File: src/rtl/seg7_pkg.sv
// Shared constants for the seven-segment receive path: active-low segment
// codes for each hex digit, the blank separator pattern and the frame FSM
// state type.
package seg7_pkg;

   localparam logic [6:0] SEG7_CODE_0 = 7'h40;
   localparam logic [6:0] SEG7_CODE_1 = 7'h79;
   localparam logic [6:0] SEG7_CODE_2 = 7'h24;
   localparam logic [6:0] SEG7_CODE_3 = 7'h30;
   localparam logic [6:0] SEG7_CODE_4 = 7'h19;
   localparam logic [6:0] SEG7_CODE_5 = 7'h12;
   localparam logic [6:0] SEG7_CODE_6 = 7'h02;
   localparam logic [6:0] SEG7_CODE_7 = 7'h78;
   localparam logic [6:0] SEG7_CODE_8 = 7'h00;
   localparam logic [6:0] SEG7_CODE_9 = 7'h18;
   localparam logic [6:0] SEG7_CODE_A = 7'h08;
   localparam logic [6:0] SEG7_CODE_B = 7'h03;
   localparam logic [6:0] SEG7_CODE_C = 7'h46;
   localparam logic [6:0] SEG7_CODE_D = 7'h21;
   localparam logic [6:0] SEG7_CODE_E = 7'h06;
   localparam logic [6:0] SEG7_CODE_F = 7'h0E;
   localparam logic [6:0] SEG7_BLANK  = 7'h7F;

   // COLLECT: assembling digits; HOLD: complete frame offered downstream.
   typedef enum logic [0:0] {
      ST_COLLECT = 1'b0,
      ST_HOLD    = 1'b1
   } seg7_state_t;

endpackage

File: src/rtl/seg7_pattern_decode.sv
// Combinational decode of one active-low segment pattern into a hex nibble.
// Blank is reported separately and never counts as a valid digit.
module seg7_pattern_decode
   import seg7_pkg::*;
(
   input  logic [6:0] seg_in,
   output logic       valid,
   output logic       blank,
   output logic [3:0] nibble
);

   // Pattern lookup; anything outside the 16 codes and blank is invalid.
   always_comb begin
      valid  = 1'b1;
      blank  = 1'b0;
      nibble = 4'h0;
      case (seg_in)
         SEG7_CODE_0: nibble = 4'h0;
         SEG7_CODE_1: nibble = 4'h1;
         SEG7_CODE_2: nibble = 4'h2;
         SEG7_CODE_3: nibble = 4'h3;
         SEG7_CODE_4: nibble = 4'h4;
         SEG7_CODE_5: nibble = 4'h5;
         SEG7_CODE_6: nibble = 4'h6;
         SEG7_CODE_7: nibble = 4'h7;
         SEG7_CODE_8: nibble = 4'h8;
         SEG7_CODE_9: nibble = 4'h9;
         SEG7_CODE_A: nibble = 4'hA;
         SEG7_CODE_B: nibble = 4'hB;
         SEG7_CODE_C: nibble = 4'hC;
         SEG7_CODE_D: nibble = 4'hD;
         SEG7_CODE_E: nibble = 4'hE;
         SEG7_CODE_F: nibble = 4'hF;
         SEG7_BLANK: begin
            valid = 1'b0;
            blank = 1'b1;
         end
         default: begin
            valid = 1'b0;
            blank = 1'b0;
         end
      endcase
   end

endmodule

File: src/rtl/seg7_frame_decoder.sv
// Seven-segment frame receiver: debounces strobed active-low segment
// patterns, decodes accepted ones to nibbles and assembles DIGITS nibbles
// (first digit in the most-significant nibble) into a valid/ready frame.
// Optional macro SEG7_DEC_ERR_EN enables the sticky undecodable-pattern flag.
module seg7_frame_decoder
   import seg7_pkg::*;
#(
   parameter int STABLE_CNT = 3,
   parameter int DIGITS     = 4
) (
   input  logic                  clk,
   input  logic                  reset,
   input  logic [6:0]            seg_in,
   input  logic                  seg_strobe,
   input  logic                  out_ready,
   output logic                  out_valid,
   output logic [4*DIGITS-1:0]   out_value,
   output logic                  out_err
);

   localparam logic [3:0] STAB_C = STABLE_CNT[3:0];
   localparam logic [3:0] DIG_C  = DIGITS[3:0];

   seg7_state_t           state_r;
   logic [6:0]            last_pat_r;
   logic [3:0]            cnt_r;
   logic                  armed_r;
   logic [3:0]            digit_cnt_r;
   logic [4*DIGITS-1:0]   shift_r;
   logic                  out_valid_r;
   logic [4*DIGITS-1:0]   out_value_r;

   logic                  dec_valid_s;
   logic                  dec_blank_s;
   logic [3:0]            dec_nib_s;
   logic                  same_s;
   logic [3:0]            cnt_next_s;
   logic                  accept_s;
   logic                  take_s;
   logic                  done_s;
   logic                  hs_s;
   logic [4*DIGITS+3:0]   shift_wide_s;

   seg7_pattern_decode u_dec (
      .seg_in (seg_in),
      .valid  (dec_valid_s),
      .blank  (dec_blank_s),
      .nibble (dec_nib_s)
   );

   // Stability tracking, one-shot acceptance and shift-in of a new digit.
   always_comb begin
      same_s       = 1'b0;
      cnt_next_s   = cnt_r;
      shift_wide_s = {shift_r, dec_nib_s};
      if (seg_in == last_pat_r) begin
         same_s = 1'b1;
         if (cnt_r >= STAB_C) begin
            cnt_next_s = STAB_C;
         end else begin
            cnt_next_s = cnt_r + 4'd1;
         end
      end else begin
         cnt_next_s = 4'd1;
      end
      // A differing sample rearms, so acceptance only needs the count to land.
      accept_s = seg_strobe && (state_r == ST_COLLECT) &&
                 (cnt_next_s == STAB_C) && (!same_s || armed_r);
      take_s   = accept_s && dec_valid_s && !dec_blank_s;
      done_s   = take_s && ((digit_cnt_r + 4'd1) == DIG_C);
      hs_s     = out_valid_r && out_ready;
   end

   // Frame FSM, stability tracker and digit assembly.
   always_ff @(posedge clk) begin
      if (reset || hs_s) begin
         state_r     <= ST_COLLECT;
         last_pat_r  <= SEG7_BLANK;
         cnt_r       <= 4'd0;
         armed_r     <= 1'b1;
         digit_cnt_r <= 4'd0;
         shift_r     <= '0;
         out_valid_r <= 1'b0;
         out_value_r <= '0;
      end else if ((state_r == ST_COLLECT) && seg_strobe) begin
         cnt_r      <= cnt_next_s;
         last_pat_r <= seg_in;
         if (accept_s) begin
            armed_r <= 1'b0;
         end else if (!same_s) begin
            armed_r <= 1'b1;
         end
         if (take_s) begin
            shift_r     <= shift_wide_s[4*DIGITS-1:0];
            digit_cnt_r <= digit_cnt_r + 4'd1;
            if (done_s) begin
               state_r     <= ST_HOLD;
               out_valid_r <= 1'b1;
               out_value_r <= shift_wide_s[4*DIGITS-1:0];
            end
         end
      end
   end

`ifdef SEG7_DEC_ERR_EN
   logic err_r;
   logic out_err_r;

   // Sticky error for accepted undecodable patterns, latched with the frame.
   always_ff @(posedge clk) begin
      if (reset || hs_s) begin
         err_r     <= 1'b0;
         out_err_r <= 1'b0;
      end else begin
         if (accept_s && !dec_valid_s && !dec_blank_s) begin
            err_r <= 1'b1;
         end
         if (done_s) begin
            out_err_r <= err_r;
         end
      end
   end

   assign out_err = out_err_r;
`else
   assign out_err = 1'b0;
`endif

   assign out_valid = out_valid_r;
   assign out_value = out_value_r;

endmodule

File: config.mk
export PLATFORM = sky130hd
export DESIGN_NAME = seg7_frame_decoder
export DESIGN_NICKNAME = d
export VERILOG_FILES = /design/src/rtl/seg7_pkg.sv /design/src/rtl/seg7_pattern_decode.sv /design/src/rtl/seg7_frame_decoder.sv
export SDC_FILE = /design/constraint.sdc
export NUM_CORES = 1
export LEC_CHECK = 0
export ABC_AREA = 1
export BUFFER_PORTS_ARGS = -buffer_cell sky130_fd_sc_hd__buf_2
export CAP_MARGIN = 20
export CORE_MARGIN = 2
export CORE_UTILIZATION = 30
export DETAILED_ROUTE_END_ITERATION = 10
export PLACE_DENSITY = 0.51
export SYNTH_ARGS = -nofsm -noshare
export SYNTH_HDL_FRONTEND = slang
export SYNTH_SLANG_ARGS = --single-unit
export TNS_END_PERCENT = 10
File: constraint.sdc
create_clock -name clk -period 5.1 [get_ports clk]
set_input_delay 1.02 -clock clk [delete_from_list [all_inputs] [get_ports clk]]
set_output_delay 1.02 -clock clk [all_outputs]
set_load 0.005 [all_outputs]
Word-level counts from Yosys, hierarchy flattened
Cells that the tools add are included.

Output and inout bits: 18. Bits in registers: 45.

Bitwise logic cells: 1. Add/subtract/negate cells: 2. Reductions and logical operators: 16. Muxes and demuxes: 8. Eq/ne operators: 20. Order comparisons: 1.

Operators with widths (count): case mux 4 bit (15 select lines) (1); == test 7 bit (second input constant) (5); == test 7 x 5 -> 1 bit (second input constant) (3); == test 7 x 6 -> 1 bit (second input constant) (3); OR reduction 16 bit (1); == test 7 x 2 -> 1 bit (second input constant) (2); == test 7 x 4 -> 1 bit (second input constant) (2); adder 4 x 1 -> 4 bit (second input constant) (2); two-way mux 4 bit (2); == test 7 x 3 -> 1 bit (second input constant) (1); == test 7 bit (1); logical AND 1 bit (7); logical NOT 7 bit (1); two-way mux 1 bit (5); == test 4 x 2 -> 1 bit (second input constant) (1); == test 4 x 3 -> 1 bit (second input constant) (1); greater-or-equal comparator 4 x 2 -> 1 bit (second input constant) (1); AND reduction 2 bit (2); AND reduction 3 bit (1); logical NOT 1 bit (2); logical OR 1 bit (2); inequality test 2 x 1 -> 1 bit (second input constant) (1); inverter 1 bit (1).

Logic depth before layout (Yosys ltp)
Gate-level depths: netlist of run 1.

Word-level depth: 10. Mapped depth: 14. Mapped depth without buffers: 13.

By module
Synthesis of run 1 repeated with hierarchy kept, for this count alone.

Cells, all modules: 386. Area total of the unflattened synthesis: 2458.6 um^2.

By module, submodules not included: seg7_frame_decoder (cells an instance 299, area each 2082.0 um^2, sequential area each 900.9 um^2, times used 1); seg7_pattern_decode (cells an instance 87, area each 376.6 um^2, sequential area each 0.0 um^2, times used 1).

Worst setup path after synthesis of run 1
Ideal clock, no wire load.

Path kind: input port to flip-flop. From: input seg_in[2]. To: register shift_r[5]. Buffers on the path: 2. Required time: 4.984 ns. Arrival time: 2.189 ns. Slack: 2.795 ns. Cell stages on the path: 13. Path through: buf_2 -> nor2_2 -> nand2_1 -> nor2_1 -> nor2_2 -> nand2_1 -> nor2_2 -> nand2_4 -> nand2_4 -> inv_6 -> buf_6 -> nor2_1 -> nor2_1.

Cells in the longest elaborated chain, start to end: 8. Elaborated cells between the ends (all ways): 32. Those cells by class: 18 x eq/ne; 4 x mux; 10 x reduce/logical.

Ends and longest elaborated chain: from (decl) (line seg7_frame_decoder.sv:13) `input logic [6:0] seg_in,`; == test 7 bit (line seg7_frame_decoder.sv:56) `if (seg_in == last_pat_r) begin`; two-way mux 4 bit / two-way mux 1 bit (equally long branches) (line seg7_frame_decoder.sv:56); == test 4 x 2 -> 1 bit / logical NOT 1 bit (equally long branches); logical AND 1 bit / logical OR 1 bit (equally long branches) (line seg7_frame_decoder.sv:67, seg7_frame_decoder.sv:68); logical AND 1 bit (line seg7_frame_decoder.sv:68) `(cnt_next_s == STAB_C) && (!same_s || armed_r);`; logical AND 1 bit (line seg7_frame_decoder.sv:69) `take_s = accept_s && dec_valid_s && !dec_blank_s;`; logical AND 1 bit (*) (line seg7_frame_decoder.sv:69); AND reduction 2 bit (no source line) (*); to (signal assigned) (line seg7_frame_decoder.sv:94) `shift_r <= shift_wide_s[4*DIGITS-1:0];`; to (decl) (line seg7_frame_decoder.sv:29) `logic [4*DIGITS-1:0] shift_r;`.

Every way passes the cells marked *; elsewhere a longest branch is shown, timed or not. A chain may end at the register's enable or synchronous reset.

Worst setup path in the final report of run 1
From: input seg_strobe. To: register shift_r[1].

Cells in the longest elaborated chain, start to end: 6.

Ends and longest elaborated chain: from (decl) (line seg7_frame_decoder.sv:14) `input logic seg_strobe,`; logical AND 1 bit (*) (line seg7_frame_decoder.sv:67, seg7_frame_decoder.sv:85); logical AND 1 bit (line seg7_frame_decoder.sv:67) `accept_s = seg_strobe && (state_r == ST_COLLECT) &&`; logical AND 1 bit (line seg7_frame_decoder.sv:68); logical AND 1 bit (2 in a row) (line seg7_frame_decoder.sv:69); AND reduction 2 bit (no source line) (*).

Marks and branches as above.

==> out/summary.txt, run 1 <==
drt wl/cell: 9.76 um
num rows: 33
setup tns final: 0 ns
Total Power: 0.661 mW
CP Data Required Time: 5.31 ns
Worst R2R Setup Slack: 3.01 ns
status: finished, final reports clean
WHS Path Cells: 2
Hold EP: cnt_r[2]$_SDFFE_PP0P_
syn_nets: 406
Slew Limit Fails: 0
critical path class: input pin to register
Top FF cell, synth: dfxtp_1
Synth Instances: 392
Yosys cell types: 31
CP delay by family, top: simple AND/OR/NAND/NOR gates
Max Freq: 399 MHz
RSZ-0062 raised after global routing: false
Reg2Reg Depth: 10
hpwl dp: 3810 um
Die Wd: 95.3 um
Slowest-stage cell, CP: nor2_2
H-tree Lvls: 2
initial core utilization: 30.8%
CTS tree: done
DRC Markers: 0
FFs w/ async S/R, synth: 0%
post_cts resized: 0
Final #Nets: 427
gpl congestion: 0.839
# IOs: 29
Placeable Area: 0.00813 mm2
port bufs: 27
Clock Sink Count: 45
Hold Path Class: register to register
CP arrival: 2.71 ns
DR vias: 2195
worst reg2reg endpoint: shift_r[1]$_SDFFE_PP0P_
DRT Pass-1 Iters: 4
register area share after synthesis: 36.0%
max incr delay on CP: 0.39 ns
Synth area leader: dfxtp_1
min Tclk post-route: 2.51 ns
diode count: 0
Ys Warns: 0
EDFF count, synth: 0
antenna-violating nets left: 0
Bufs on Longest Clock Path: 2
share of layout cells above drive strength 1: 18.4%
Worst Skew: 0.00988 ns
Worst-Margin Slew: 0.502 ns
vias in the first global route: 2075
setup bufs post-CTS: 0
CP Cell Sequence: buf_2, inv_1, nor2_2, nand2_1, inv_1, nand4_2, nor2_4, nand2_4, inv_6, nand2_1, nand2_1, nor2_1
max_slew headroom: 66.5%
initial antenna violation count: 0
final setup fails: 0
Synth top area share: 36.0%
syn avg cell area: 6.38 um2
first-pass GRT wire length: 9070 um
crit path max fanout: 19
post-route clock period utilization: 49.2%
Die ar.: 0.00909 mm2
PD cells: 237 mW/mm2
Yosys reg bits: 45
Hold Crit Start: cnt_r[2]$_SDFFE_PP0P_
vias per inst: 4.23
most frequent cell on the critical path: nand2_1
global-route usage over all layers: 12.6%
grt ovf: 0
CTS clock-pin slew for the worst setup and hold paths: 0.09 ns
crit end category: register
clk root buf: clkbuf_8
Reg-to-Reg Start: out_valid$_SDFFE_PP0P_
FILL cells: 875
P_leak: 1.41 nW
synthesized cell area: 0.00250 mm2
Buffers & Inverters on Critical Path: 4
max-cap violations: 0
Starting DRT DRC Count: 90
Worst VDD drop: 110 uV
Routed WL: 5070 um
Hold Buf Count CTS: 0
Final Hold Viols: 0
Num CTS Buffers: 5
ranking of synthesized cells by area: dfxtp_1 (36%), nand2_1 (15%), nor2_1 (12%), inv_1 (7.5%), nand4_1 (3.0%)
worst-skew pair later-pin latency: 0.31 ns
Layout area overhead: 11.3%
Startpoint Class: input pin
Die Y: 95.3 um
largest net degree at the start of global routing: 32
## cell usage in the layout (no fill, tap or decap), types with 2 or more instances in the layout
| master | n |
|---|---|
| clkbuf_8 | 5 |
| nand2_1 | 97 |
| a21oi_1 | 10 |
| xnor2_1 | 3 |
| inv_1 | 50 |
| nor2_1 | 80 |
| ha_1 | 3 |
| nand4_1 | 12 |
| nand2_2 | 5 |
| dfxtp_1 | 45 |
| nand3_1 | 9 |
| xor2_1 | 2 |
| nand2_4 | 3 |
| inv_2 | 13 |
| o21ai_1 | 8 |
| nor3_1 | 2 |
| nor2_2 | 10 |
| buf_2 | 27 |
| buf_4 | 2 |
| o21ai_0 | 12 |
| inv_6 | 2 |
| nor2_4 | 3 |
## cell usage after synthesis, types with 4 or more instances
library cell	number
nor2_1	80
inv_2	13
a21oi_1	11
o21ai_1	8
clkbuf_1	5
o21ai_0	12
nand2_1	97
nand4_1	12
inv_1	50
nand3_1	9
dfxtp_1	45
nand2_2	5
buf_2	4
nor2_2	10
## metal layers
metal / global-route usage [%] / wire, um
met1: 16.3 / 2620
met3: 2.53 / 183
met5: 0 / 0
met2: 20.6 / 2180
met4: 4.95 / 85
## tightest hold or removal path: stages, from the launching register on
cell and delay (ns):
dfxtp_1 0.32, nand2_1 0.06, nor2_1 0.03
## final cells by class
class / instances / area [um2] / share of cell area (%)
multi-input combinational: 267 / 1260 / 45.3
sequential: 45 / 901 / 32.3
inverter: 65 / 249 / 8.94
timing repair buffer: 29 / 150 / 5.39
tap: 105 / 131 / 4.71
clock buffer: 5 / 68.8 / 2.47
clock inverter: 3 / 25.0 / 0.898
## where the power goes
group          total [mW]  internal (mW)  switching [mW]
clock network       0.237         0.0991           0.138
logic              0.0651         0.0207          0.0445
registers           0.359          0.356         0.00302
total               0.661          0.475           0.185
## cells by family (layout without fill, tap and decap cells)
| logic type | count (synthesis) | after routing | share of synthesized area, % |
|---|---|---|---|
| fa+ha+maj | 3 | 3 | 1.50 |
| xor+xnor | 5 | 5 | 1.75 |
| buf+inv | 80 | 102 | 13.7 |
| other cells | 1 | 1 | 0.150 |
| simple gates | 226 | 226 | 40.4 |
| flops | 45 | 45 | 36.0 |
| compound gates | 32 | 32 | 6.50 |
## state kept, by name (all words and copies together) (netlist names)
name / count
last_pat_r: 7
armed_r: 1
out_valid: 1
digit_cnt_r: 4
cnt_r: 4
shift_r: 12
out_value: 16
## worst max-delay path by stage
stage,to,slack [ns],cells after the start,from
floorplan,shift_r[5]$_SDFFE_PP0P_,2.80,13,seg_in[2]
detailed placement,out_value[2]$_SDFFE_PP0P_,2.25,10,seg_strobe
global placement,out_value[14]$_SDFFE_PP0P_,2.29,10,seg_strobe
CTS,out_value[2]$_SDFFE_PP0P_,2.58,10,seg_strobe
global route,out_value[13]$_SDFFE_PP0P_,2.33,10,seg_strobe
finish,shift_r[1]$_SDFFE_PP0P_,2.59,12,seg_strobe
## per-stage QoR
| stage | util, % | instances | instance area [um2] | hold slack (ns) | worst slack [ns] |
|---|---|---|---|---|---|
| detailed placement | 33.1 | 511 | 2690 | 0.430 | 2.25 |
| floorplan | - | 392 | 2500 | 0.419 | 2.80 |
| CTS | 34.3 | 519 | 2790 | 0.447 | 2.58 |
| global route | 34.3 | 519 | 2790 | 0.465 | 2.33 |
| finish | 34.3 | 519 | 2790 | 0.447 | 2.59 |
| global placement | 33.1 | 511 | 2690 | 0.426 | 2.29 |
No activity file was read; power rests on OpenSTA's default activity.
==> run 2, diff against run 1 <==
==> constraint.sdc (replaced) <==
create_clock -name clk -period 2.4 [get_ports clk]
set_input_delay 0.48 -clock clk [delete_from_list [all_inputs] [get_ports clk]]
set_output_delay 0.48 -clock clk [all_outputs]
set_load 0.005 [all_outputs]
==> run 2 against run 1 <==
Core utilization rose by 0.31 points. Critical path depth fell by 3. Hold slack improved by 0.0019 ns. Clock power rose by 140%. Die area did not move. First-iteration DRC count rose by 6.7%. Total power rose by 120%. Global-route usage fell by 0.41 points. Register-to-register slack got worse by 2.6 ns. Final cell count rose by 0.19%. Critical endpoint is now out_value[12]$_SDFFE_PP0P_. Largest power group unchanged.
==> out/summary.txt, run 2 (same netlist as run 1, synthesis figures left out) <==
max-cap violations: 0
critical path class: register to register
port bufs: 27
setup tns final: 0 ns
Max Freq: 511 MHz
storage element area: 901 um2
H-tree Lvls: 2
P_leak: 1.42 nW
min Tclk post-route: 1.96 ns
clk root buf: clkbuf_8
# IOs: 29
cell depth of the worst setup path: 9
DR vias: 2146
Bufs on Longest Clock Path: 2
Die ar.: 0.00909 mm2
Die Y: 95.3 um
Worst VDD drop: 219 uV
Worst Setup SP: cnt_r[0]$_SDFFE_PP0P_
Routed WL: 5110 um
Startpoint Class: register
crit path to: out_value[12]$_SDFFE_PP0P_
global-route usage over all layers: 12.2%
first-pass GRT wire length: 8830 um
Clock Sink Count: 45
worst reg2reg endpoint: out_value[12]$_SDFFE_PP0P_
largest net degree at the start of global routing: 31
post_cts resized: 0
Reg2Reg Depth: 9
CP Cell Sequence: ha_1, nand3b_1, nand2_1, inv_1, nand4_2, nor2_4, nand3_4, nor2_1, nor2_1
worst-skew pair later-pin latency: 0.30 ns
commonest non-fill, non-tap cell in the layout: nand2_1
grt ovf: 0
drt wl/cell: 9.82 um
initial core utilization: 30.8%
hpwl dp: 3800 um
gpl congestion: 0.826
vias in the first global route: 1962
most frequent cells in the layout: nand2_1 (97), nor2_1 (80), inv_1 (50)
multi-input logic area: 0.00126 mm2
Worst Skew: 0.0117 ns
crit path max fanout: 22
CP Data Required Time: 2.60 ns
Starting DRT DRC Count: 96
DRC Markers: 0
vias per inst: 4.13
Worst R2R Setup Slack: 0.44 ns
post-route clock period utilization: 81.6%
max_slew headroom: 64.5%
status: finished, final reports clean
CTS clock-pin slew for the worst setup and hold paths: 0.09 ns
antenna-violating nets left: 0
CP delay by family, top: simple AND/OR/NAND/NOR gates
final setup fails: 0
diode count: 0
most frequent cell on the critical path: nor2_1
Num CTS Buffers: 5
WHS Path Cells: 2
Placeable Area: 0.00813 mm2
RSZ-0062 raised after global routing: false
max reg flops: 16
crit end category: register
Final #Nets: 428
CP arrival: 2.16 ns
Slowest-stage cell, CP: dfxtp_1
Final Hold Viols: 0
DRT Pass-1 Iters: 4
Worst-Margin Slew: 0.531 ns
FILL cells: 879
CTS tree: done
setup bufs post-CTS: 0
Total Power: 1.48 mW
Slew Limit Fails: 0
Reg-to-Reg Start: cnt_r[0]$_SDFFE_PP0P_
initial antenna violation count: 0
Layout area overhead: 12.4%
max incr delay on CP: 0.34 ns
num rows: 33
Die Wd: 95.3 um
share of layout cells above drive strength 1: 18.3%
PD cells: 527 mW/mm2
Hold Path Class: register to register
Buffers & Inverters on Critical Path: 1
Hold Buf Count CTS: 0
## run 2: changes by cell type in the layout (fill, tap and decap cells not counted)
cell | before | now
buf_4 | 2 | 3
bufinv_16 | 0 | 1
clkbuf_1 | 0 | 1
clkinvlp_4 | 1 | 0
inv_6 | 2 | 1
## run 2: routing by layer
metal | vias to the layer above | part of all wire (%) | GRT usage (%)
li1 | 1224 | - | -
met1 | 891 | 54 | 17.1
met2 | 29 | 42 | 18.8
met3 | 2 | 3.3 | 2.45
met4 | 0 | 0.59 | 3.62
met5 | - | 0 | 0
## run 2: worst min-delay path: stages, from the launching register on
cell and delay, ns:
dfxtp_1 0.32, nand2_1 0.06, nor2_1 0.03
## run 2: how the worst min path moves through the flow
stage	startpoint	to	slack, ns
finish	cnt_r[3]$_SDFFE_PP0P_	cnt_r[3]$_SDFFE_PP0P_	0.45
detailed placement	cnt_r[3]$_SDFFE_PP0P_	cnt_r[3]$_SDFFE_PP0P_	0.43
global route	cnt_r[3]$_SDFFE_PP0P_	cnt_r[3]$_SDFFE_PP0P_	0.48
CTS	cnt_r[3]$_SDFFE_PP0P_	cnt_r[3]$_SDFFE_PP0P_	0.45
global placement	cnt_r[3]$_SDFFE_PP0P_	cnt_r[3]$_SDFFE_PP0P_	0.43
floorplan	cnt_r[3]$_SDFFE_PP0P_	cnt_r[3]$_SDFFE_PP0P_	0.42
## run 2: metrics by stage
step	hold slack, ns	utilization, %	area, um2	setup WS [ns]	instances
floorplan	0.419	-	2500	0.635	392
global placement	0.429	33.2	2700	0.225	512
detailed placement	0.431	33.2	2700	0.202	512
CTS	0.448	34.6	2810	0.433	520
global route	0.476	34.6	2810	0.191	520
finish	0.449	34.6	2810	0.443	520
## run 2: report_power, final
group	leakage, nW	total [mW]	internal [mW]	switching, mW
clock network	0.0554	0.579	0.313	0.266
logic	1.00	0.141	0.0451	0.0955
registers	0.365	0.762	0.756	0.00655
## run 2: layout make-up
class                           count  share of cell area, %
Inverter                           65                   8.86
Tap cell                          105                   4.67
Timing Repair Buffer               30                   5.61
Multi-Input combinational cell    267                   44.9
Sequential cell                    45                   32.0
Clock inverter                      2                   1.38
Clock buffer                        6                   2.58
==> run 3, diff against run 2 <==
--- a/config.mk
+++ b/config.mk
@@ -11,7 +11,7 @@
 export CORE_MARGIN = 2
 export CORE_UTILIZATION = 30
 export DETAILED_ROUTE_END_ITERATION = 10
-export PLACE_DENSITY = 0.51
+export PLACE_DENSITY = 0.52
 export SYNTH_ARGS = -nofsm -noshare
 export SYNTH_HDL_FRONTEND = slang
 export SYNTH_SLANG_ARGS = --single-unit
==> constraint.sdc (replaced) <==
create_clock -name clk -period 1.8 [get_ports clk]
set_input_delay 0.36 -clock clk [delete_from_list [all_inputs] [get_ports clk]]
set_output_delay 0.36 -clock clk [all_outputs]
set_load 0.005 [all_outputs]
==> run 3 against run 2 <==
Wire length rose by 6.7%. First-iteration DRC count fell by 14%. Global-route usage grew 0.43 points. Clock skew fell by 0.0029 ns. Maximum frequency grew 14%. Clock-buffer cell count is 1 lower. Sequential share of layout area down 2.8 points. Via count is 7.1% higher. Die area unchanged. Final cell count grew 4.4%. Critical endpoint is now out_value[6]$_SDFFE_PP0P_. Highest routed layer unchanged.
==> out/summary.txt, run 3 (same netlist as run 1, synthesis figures left out) <==
status: finished, final reports clean
critical path class: register to register
diode count: 0
global-route usage over all layers: 12.6%
min Tclk post-route: 1.72 ns
Layout area overhead: 23.9%
CP arrival: 1.90 ns
initial antenna violation count: 0
max-cap violations: 0
vias per inst: 4.23
Max Freq: 581 MHz
Hold Buf Count CTS: 0
DR vias: 2298
P_leak: 1.56 nW
CTS clock-pin slew for the worst setup and hold paths: 0.09 ns
Worst-Margin Slew: 0.518 ns
Hold Path Class: input pin to register
initial core utilization: 30.8%
commonest non-fill, non-tap cell in the layout: nand2_1
grt ovf: 0
H-tree Lvls: 2
clk root buf: clkbuf_8
Slowest-stage cell, CP: dfxtp_2
port bufs: 27
PD cells: 639 mW/mm2
DRC Markers: 0
most frequent cells in the layout: nand2_1 (93), nor2_1 (78), inv_1 (47)
hpwl dp: 3950 um
Starting DRT DRC Count: 83
Worst VDD drop: 241 uV
drt wl/cell: 10.0 um
storage element area: 907 um2
Num CTS Buffers: 5
multi-input logic area: 0.00131 mm2
crit end category: register
num rows: 33
DP Worst Slack: -0.0941 ns
Die Y: 95.3 um
max incr delay on CP: 0.34 ns
share of layout cells above drive strength 1: 26.0%
worst setup margin: 0.0795 ns
crit path max fanout: 8
antenna-violating nets left: 0
post-route clock period utilization: 95.6%
largest net degree at the start of global routing: 31
CP delay by family, top: simple AND/OR/NAND/NOR gates
CP Data Required Time: 1.98 ns
Buffers & Inverters on Critical Path: 3
FILL cells: 852
Worst Skew: 0.00880 ns
first-pass GRT wire length: 9150 um
CTS tree: done
max reg flops: 16
Clock Sink Count: 45
worst-skew pair later-pin latency: 0.30 ns
max_slew headroom: 65.4%
Die Wd: 95.3 um
final setup fails: 0
vias in the first global route: 2133
Routed WL: 5450 um
Final #Nets: 452
DRT Pass-1 Iters: 4
Die ar.: 0.00909 mm2
gpl congestion: 0.835
Worst R2R Setup Slack: 0.08 ns
Startpoint Class: register
# IOs: 29
Final Hold Viols: 0
most frequent cell on the critical path: nand2_1
Bufs on Longest Clock Path: 2
Placeable Area: 0.00813 mm2
Post-Layout Cell Count: 543
CP Cell Sequence: ha_1, nand3b_1, nand2_1, inv_2, nand4_4, nor2_4, buf_12, buf_6, nand4_1, nand2_1, nor2_1
Inst Count DP: 529
Slew Limit Fails: 0
RSZ-0062 raised after global routing: true
## run 3: cell types whose count changed in the layout (fill, tap and decap cells not counted), sizes merged
| cell | before | now |
|---|---|---|
| nand2 | 105 | 106 |
| clkinv | 2 | 3 |
| clkbuf | 6 | 7 |
| buf | 30 | 50 |
## run 3: worst reg2reg max path: stages (launching register included)
cell,delay [ns]
dfxtp_2,0.34
ha_1,0.26
nand3b_1,0.10
nand2_1,0.07
inv_2,0.07
nand4_4,0.09
nor2_4,0.20
buf_12,0.15
buf_6,0.12
nand4_1,0.09
nand2_1,0.07
nor2_1,0.03
## run 3: through the flow
stage	hold slack (ns)	total power [mW]	cell area, um2	util [%]	TNS [ns]
after global placement	0.428	1.25	2840	34.9	-0.219
final	0.359	1.98	3100	38.1	0
after floorplan	0.419	1.18	2500	-	0
after CTS	0.340	2.02	2940	36.2	0
after global routing	0.377	2.10	3100	38.1	-0.0150
after detailed placement	0.431	1.25	2840	34.9	-0.811
## run 3: timing repair
item | 4_1_cts | 5_1_grt
resized for setup | 0 | 20
buffers inserted | 0 | 3
endpoints found under the setup margin | 0 | 31
## run 3: cell type report
class,count,area share (%)
repair inverters,1,0.363
repair buffers,52,12.5
well taps,105,4.24
clock buffers,5,2.22
multi-input cells,268,42.1
inverters,65,8.27
flip-flops and latches,45,29.2
clock inverters,2,1.13
## run 3: metal layers
metal / GRT usage (%) / share of wire [%] / up-vias / wire length, um
li1: - / - / 1272 / -
met1: 15.7 / 50 / 997 / 2730
met2: 21.8 / 46 / 25 / 2520
met3: 2.69 / 2.9 / 4 / 156
met4: 3.99 / 0.75 / 0 / 41
met5: 0 / 0 / - / 0
## run 3: report_power, final
part	total, mW	switching (mW)	internal (mW)
Sequential	1.02	0.00906	1.01
Clock	0.747	0.343	0.404
Combinational	0.217	0.138	0.0790
## run 3: path summary, 6_finish.rpt
check	start	endpoint	cells after the start
worst min register to register	cnt_r[2]$_SDFFE_PP0P_	cnt_r[2]$_SDFFE_PP0P_	2
worst min-delay path	seg_in[3]	last_pat_r[3]$_SDFFE_PP1P_	3
worst max-delay path	cnt_r[0]$_SDFFE_PP0P_	out_value[6]$_SDFFE_PP0P_	11
worst max register to register	cnt_r[0]$_SDFFE_PP0P_	out_value[6]$_SDFFE_PP0P_	11
